**config.mk**
```make
export PLATFORM = sky130hd
export DESIGN_NAME = fifo_wr_arbiter_flat
export DESIGN_NICKNAME = d
export VERILOG_FILES = /design/src/rtl/fifo_wr_arbiter_pkg.sv /design/src/rtl/fifo_wr_arbiter_if.sv /design/src/rtl/fifo_wr_arbiter_rr_picker.sv /design/src/rtl/fifo_wr_arbiter.sv /design/src/flat_wrapper.sv
export SDC_FILE = /design/constraint.sdc
export NUM_CORES = 1
export LEC_CHECK = 0
export ABC_AREA = 1
export CORE_MARGIN = 10
export CORE_UTILIZATION = 42
export CTS_BUF_LIST = sky130_fd_sc_hd__clkbuf_16
export DETAILED_ROUTE_END_ITERATION = 10
export HOLD_SLACK_MARGIN = 0.05
export PLACE_DENSITY = 0.8
export REMOVE_ABC_BUFFERS = 1
export SKIP_CTS_REPAIR_TIMING = 1
export SYNTH_ARGS = -nofsm -noshare
export SYNTH_HDL_FRONTEND = slang
export SYNTH_HIERARCHICAL = 1
export SYNTH_SLANG_ARGS = --single-unit
```
**constraint.sdc**
```tcl
create_clock -name clk -period 1.9 [get_ports clk]
set_clock_uncertainty 0.2 [all_clocks]
set_input_delay 0.19 -clock clk [delete_from_list [all_inputs] [get_ports clk]]
set_output_delay 0.19 -clock clk [all_outputs]
set_load 0.005 [all_outputs]
```
**src/rtl/fifo_wr_arbiter_pkg.sv**
```systemverilog
// Shared types and default sizing for the round-robin FIFO write arbiter.
// Also used by the testbench so that both sides agree on the defaults.
package fifo_arb_pkg;

    typedef enum logic {
        IDLE  = 1'b0,
        GRANT = 1'b1
    } arb_state_e;

    localparam int DEF_N_REQ     = 4;
    localparam int DEF_DATA_W    = 8;
    localparam int DEF_MAX_BURST = 4;

    // An index into N requesters needs at least one bit, even when N is 1 or 2.
    function automatic int idWidth(input int n);
        return (n > 1) ? $clog2(n) : 1;
    endfunction

endpackage

```
**src/rtl/fifo_wr_arbiter_if.sv**
```systemverilog
// Producer-side streams plus the shared FIFO write port, bundled for the arbiter.
// The master modport is the arbiter; the slave modport is the producers/FIFO side.
interface fifo_wr_arbiter_if
    import fifo_arb_pkg::*;
#(
    parameter int N_REQ  = DEF_N_REQ,
    parameter int DATA_W = DEF_DATA_W
);

    localparam int ID_W = idWidth(N_REQ);

    logic [N_REQ-1:0]        req_valid;
    logic [N_REQ*DATA_W-1:0] req_data;
    logic [N_REQ-1:0]        req_ready;
    logic                    fifo_wr_en;
    logic [DATA_W-1:0]       fifo_wr_data;
    logic                    fifo_full;
    logic [ID_W-1:0]         grant_id;
    logic                    busy;

    modport master (
        input  req_valid,
        input  req_data,
        input  fifo_full,
        output req_ready,
        output fifo_wr_en,
        output fifo_wr_data,
        output grant_id,
        output busy
    );

    modport slave (
        output req_valid,
        output req_data,
        output fifo_full,
        input  req_ready,
        input  fifo_wr_en,
        input  fifo_wr_data,
        input  grant_id,
        input  busy
    );

endinterface

```
**src/rtl/fifo_wr_arbiter_rr_picker.sv**
```systemverilog
// Rotating-priority encoder: returns the first requesting index at or after ptr_i,
// wrapping modulo N so that non-power-of-two requester counts rotate correctly.
module rr_picker
    import fifo_arb_pkg::*;
#(
    parameter int N  = DEF_N_REQ,
    parameter int PW = idWidth(N)
) (
    input  logic [N-1:0]  req_i,
    input  logic [PW-1:0] ptr_i,
    output logic [PW-1:0] pick_o,
    output logic          any_o
);

    logic [PW-1:0] idx;

    always_comb begin
        pick_o = '0;
        any_o  = 1'b0;
        idx    = '0;
        for (int k = 0; k < N; k++) begin
            idx = PW'((int'(ptr_i) + k) % N);
            if (!any_o && req_i[idx]) begin
                pick_o = idx;
                any_o  = 1'b1;
            end
        end
    end

endmodule

```
**src/rtl/fifo_wr_arbiter.sv**
```systemverilog
// Round-robin arbiter sharing one FIFO write port among N_REQ valid/ready producers,
// granting one owner at a time for at most MAX_BURST beats and honouring fifo_full.
module fifo_wr_arbiter
    import fifo_arb_pkg::*;
#(
    parameter int N_REQ     = DEF_N_REQ,
    parameter int DATA_W    = DEF_DATA_W,
    parameter int MAX_BURST = DEF_MAX_BURST
) (
    input  logic              clk,
    input  logic              rstn,
    fifo_wr_arbiter_if.master bus
);

    localparam int ID_W   = idWidth(N_REQ);
    localparam int BEAT_W = $clog2(MAX_BURST + 1);
    localparam logic [BEAT_W-1:0] LAST_BEAT = BEAT_W'(MAX_BURST - 1);
    localparam logic [ID_W-1:0]   LAST_ID   = ID_W'(N_REQ - 1);

    arb_state_e        state_q, state_d;
    logic [ID_W-1:0]   owner_q, owner_d;
    logic [ID_W-1:0]   rr_ptr_q, rr_ptr_d;
    logic [BEAT_W-1:0] beat_cnt_q, beat_cnt_d;

    logic [ID_W-1:0]   pick;
    logic              any_req;
    logic              owner_valid;
    logic [DATA_W-1:0] owner_data;
    logic              beat;
    logic [N_REQ-1:0]  ready;

    rr_picker #(
        .N  (N_REQ),
        .PW (ID_W)
    ) u_picker (
        .req_i  (bus.req_valid),
        .ptr_i  (rr_ptr_q),
        .pick_o (pick),
        .any_o  (any_req)
    );

    always_comb begin
        owner_valid = 1'b0;
        owner_data  = '0;
        for (int i = 0; i < N_REQ; i++) begin
            if (owner_q == ID_W'(i)) begin
                owner_valid = bus.req_valid[i];
                owner_data  = bus.req_data[i*DATA_W +: DATA_W];
            end
        end
    end

    // fifo_full gates the write strobe combinationally so a full FIFO is never written.
    always_comb begin
        beat  = (state_q == GRANT) && owner_valid && !bus.fifo_full;
        ready = '0;
        if ((state_q == GRANT) && !bus.fifo_full) begin
            ready[owner_q] = 1'b1;
        end
    end

    assign bus.req_ready    = ready;
    assign bus.fifo_wr_en   = beat;
    assign bus.fifo_wr_data = beat ? owner_data : '0;
    assign bus.grant_id     = owner_q;
    assign bus.busy         = (state_q == GRANT);

    always_comb begin
        state_d    = state_q;
        owner_d    = owner_q;
        rr_ptr_d   = rr_ptr_q;
        beat_cnt_d = beat_cnt_q;
        unique case (state_q)
            IDLE: begin
                if (any_req) begin
                    owner_d    = pick;
                    beat_cnt_d = '0;
                    state_d    = GRANT;
                end
            end
            GRANT: begin
                if (!owner_valid || (beat && (beat_cnt_q == LAST_BEAT))) begin
                    state_d  = IDLE;
                    rr_ptr_d = (owner_q == LAST_ID) ? '0 : owner_q + 1'b1;
                end else if (beat) begin
                    beat_cnt_d = beat_cnt_q + 1'b1;
                end
            end
            default: state_d = IDLE;
        endcase
    end

    always_ff @(posedge clk or negedge rstn) begin
        if (!rstn) begin
            state_q    <= IDLE;
            owner_q    <= '0;
            rr_ptr_q   <= '0;
            beat_cnt_q <= '0;
        end else begin
            state_q    <= state_d;
            owner_q    <= owner_d;
            rr_ptr_q   <= rr_ptr_d;
            beat_cnt_q <= beat_cnt_d;
        end
    end

    assert property (@(posedge clk) disable iff (!rstn) $onehot0(bus.req_ready));
    assert property (@(posedge clk) disable iff (!rstn) !(bus.fifo_wr_en && bus.fifo_full));

endmodule

```
**src/flat_wrapper.sv**
```systemverilog
// flat-port wrapper written by rule: the top's interface ports become plain ports
module fifo_wr_arbiter_flat import fifo_arb_pkg::*;
#(
    parameter int N_REQ     = DEF_N_REQ,
    parameter int DATA_W    = DEF_DATA_W,
    parameter int MAX_BURST = DEF_MAX_BURST
)
  (clk, rstn, bus_req_valid, bus_req_data, bus_fifo_full, bus_req_ready, bus_fifo_wr_en, bus_fifo_wr_data, bus_grant_id, bus_busy);
  fifo_wr_arbiter_if #(.N_REQ(N_REQ), .DATA_W(DATA_W)) bus_i ();
  input  logic clk;
  input  logic rstn;
  input wire logic [$bits(bus_i.req_valid)-1:0] bus_req_valid;
  input wire logic [$bits(bus_i.req_data)-1:0] bus_req_data;
  input wire logic [$bits(bus_i.fifo_full)-1:0] bus_fifo_full;
  output wire logic [$bits(bus_i.req_ready)-1:0] bus_req_ready;
  output wire logic [$bits(bus_i.fifo_wr_en)-1:0] bus_fifo_wr_en;
  output wire logic [$bits(bus_i.fifo_wr_data)-1:0] bus_fifo_wr_data;
  output wire logic [$bits(bus_i.grant_id)-1:0] bus_grant_id;
  output wire logic [$bits(bus_i.busy)-1:0] bus_busy;
  assign bus_i.req_valid = bus_req_valid;
  assign bus_i.req_data = bus_req_data;
  assign bus_i.fifo_full = bus_fifo_full;
  assign bus_req_ready = bus_i.req_ready;
  assign bus_fifo_wr_en = bus_i.fifo_wr_en;
  assign bus_fifo_wr_data = bus_i.fifo_wr_data;
  assign bus_grant_id = bus_i.grant_id;
  assign bus_busy = bus_i.busy;
  fifo_wr_arbiter #(.N_REQ(N_REQ), .DATA_W(DATA_W), .MAX_BURST(MAX_BURST)) u_core (.clk(clk), .rstn(rstn), .bus(bus_i));
endmodule
```
==> qor.yml <==
synthesis:
  ys_ff_latch: 8
  yosysWarnings: 6
  syn_avg_cell_area_um2: 6.69
  ys_seq_area_frac: 0.164
  syn_area_um2: 1220
  synthCells: 182
  ys_types: 28
global_route:
  antenna_found_initial: 0
  grt_max_degree: 18
  grt_pass1_vias: 1391
  grt_pass1_wl_um: 6540
  grt_overflow_total: 0
  grt.total_usage: 0.146
timing:
  tightest_slew_ns: 0.360
  max_freq_ghz: 0.460
  slew_viol_final: 0
  hold_violations: 0
  setup_slack_ns: -0.275
  fin_crit_ns: 2.18
  post-route-period-util: 1.14
  rsz0062_at_grt: "true"
  max_slew_margin: 0.760
  setup_viol: 10
critical_path:
  startpoint_type: "flop"
  endpoint_kind: "primary output"
  critPathMaxStageDelay_ns: 0.45
  critical_path.cell_chain: "inv_4 > ha_4 > inv_6 > nand2_4 > nand3_4 > a21boi_4 > nand2_8 > buf_4 > a21oi_2 > buf_2"
  required_ns: 1.51
  arrival_ns: 1.79
  critPathSlowestCell: "dfrtp_2"
  crit_fanout: 8
  worstSetupPathType: "reg -> out"
  cp_num_buf_inv: 4
  cp_top_family: "flip-flops"
clocking:
  clk_pin_slew_worst_paths_ns: 0.03
  cts.path.max_buffers: 2
  cts.sinks: 8
  cts_tree: "yes"
  htree_levels: 1
  numCtsBuffers: 3
  clkLatencyLatePin_ns: 0.23
  cts-root-buf: "clkbuf_16"
detailed_routing:
  via_per_inst: 5.01
  num_vias: 1497
  wl_per_cell_um: 14.0
  firstDrtPassIters: 4
  ant_nets: 0
  first_iter_violations: 128
  drc_errors: 0
  routed_wl_um: 4200
die:
  ios: 55
  start_util: 0.441
  rows: 19
  dieWidth_um: 73.8
  die_area_um2: 5450
  die_h_um: 73.8
  core-area_um2: 2760
layout:
  final_common_cell: "nand2_1"
  final_cell_mix: "47 x nand2_1, 41 x clkdlybuf4s50_1, 30 x buf_4, 22 x nand3_1, 17 x nand2_2"
  drive_above_1_share: 0.403
  area_growth_pct: 76.5
  diodes: 0
  stdcell_area_um2: 2150
  nets: 315
power:
  peakVddDrop_mv: 1.54
  finalPower_mw: 3.50
  p_leak_nw: 1.07
  power.density_nw_per_um2: 1630
placement:
  dpl_cell_area_um2: 1960
  numPortBuffers: 54
  dp_hpwl_um: 3330
  pre_cts_ws_ns: -0.397
  place_congestion: 0.831
flow_run:
  drv_cap: 0
worst_hold_path:
  hp-class: "in -> async"
status:
  status: "finished, violations left"
  violations: "negative setup slack"
-- logic make-up (layout without fill, tap and decap cells) --
family                     Yosys count  in the layout  synth area share
buffers and inverters               27            113             0.111
and+or+nand+nor                    115            115             0.509
DFF                                  8              8             0.164
AOI/OAI and AO/OA                   26             26             0.154
adders and majority gates            6              6            0.0617
-- Yosys cell counts --
cell / instances / area [µm²]
a21boi_4: 1 / 18.8
a21oi_1: 5 / 25.0
a21oi_2: 7 / 61.3
a31oi_1: 2 / 12.5
buf_2: 2 / 10.0
buf_4: 1 / 7.51
buf_6: 3 / 33.8
dfrtp_1: 8 / 200
ha_1: 6 / 75.1
inv_1: 13 / 48.8
inv_2: 7 / 26.3
inv_6: 1 / 8.76
nand2_1: 52 / 195
nand2_2: 13 / 81.3
nand2_4: 4 / 45.0
nand2_8: 1 / 20.0
nand3_1: 22 / 110
nand3_2: 4 / 40.0
nand3_4: 1 / 17.5
nand3b_1: 1 / 7.51
nand4_1: 1 / 6.26
nand4_2: 1 / 12.5
nor2_1: 9 / 33.8
nor2_2: 3 / 18.8
nor2_4: 2 / 22.5
o211ai_1: 6 / 45.0
o21ai_1: 5 / 25.0
or2_4: 1 / 8.76
-- metrics by stage --
step / cells / util / hold slack (ns) / TNS [ns]
global route: 299 / 0.779 / 0.0701 / -3.25
finish: 299 / 0.779 / 0.0448 / -2.28
floorplan: 176 / - / -0.306 / 0
CTS: 291 / 0.738 / 0.0514 / -6.68
detailed placement: 288 / 0.711 / 0.289 / -4.21
global placement: 288 / 0.711 / 0.284 / -3.75
-- state kept, by name, indices dropped and copies added (netlist names) --
name                 count
u_core/beat_cnt_q        3
u_core/rr_ptr_q          2
u_core/bus.grant_id      2
u_core/bus.busy          1
-- cell type report --
class                      count  area (µm²)
multi-input combinational    147         940
timing repair buffer          89         796
fill                         203         609
sequential                     8         205
inverter                      21        93.8
clock buffer                   3        75.1
tap                           31        38.8
-- routing by layer --
layer | vias to the layer above | GRT usage | part of all wire
li1 | 773 | - | -
met1 | 679 | 0.177 | 0.43
met2 | 41 | 0.260 | 0.52
met3 | 4 | 0.0256 | 0.046
met4 | 0 | 0.0248 | 0.0060
met5 | - | 0 | 0
-- power by group --
part / total (mW) / internal, mW / switching (mW) / leakage, nW
clock network: 0.340 / 0.270 / 0.0702 / 0.0370
logic: 2.79 / 1.33 / 1.46 / 0.939
registers: 0.371 / 0.263 / 0.108 / 0.0945
total: 3.50 / 1.87 / 1.63 / 1.07
-- worst register-to-register path, delay by kind of cell (launching register included) --
kind                   cells  cell delay, ns
DFF                        1            0.45
buffers and inverters      2            0.27
and+or+nand+nor           10            0.77
-- path summary, 6_finish.rpt --
kind	end	startpoint	slack [ns]	cells after the start
max reg2reg	u_core/beat_cnt_q[0]	u_core/rr_ptr_q[0]	0.11	12
max	bus_fifo_wr_data[2]	u_core/bus.grant_id[1]	-0.28	10
min reg2reg	u_core/beat_cnt_q[2]	u_core/beat_cnt_q[2]	0.31	2
max in group asynchronous	u_core/bus.grant_id[0]	rstn	1.17	1
min	u_core/beat_cnt_q[0]	rstn	0.04	1
min in group clk	u_core/beat_cnt_q[2]	u_core/beat_cnt_q[2]	0.31	2
No activity file was read; power rests on OpenSTA's default activity.
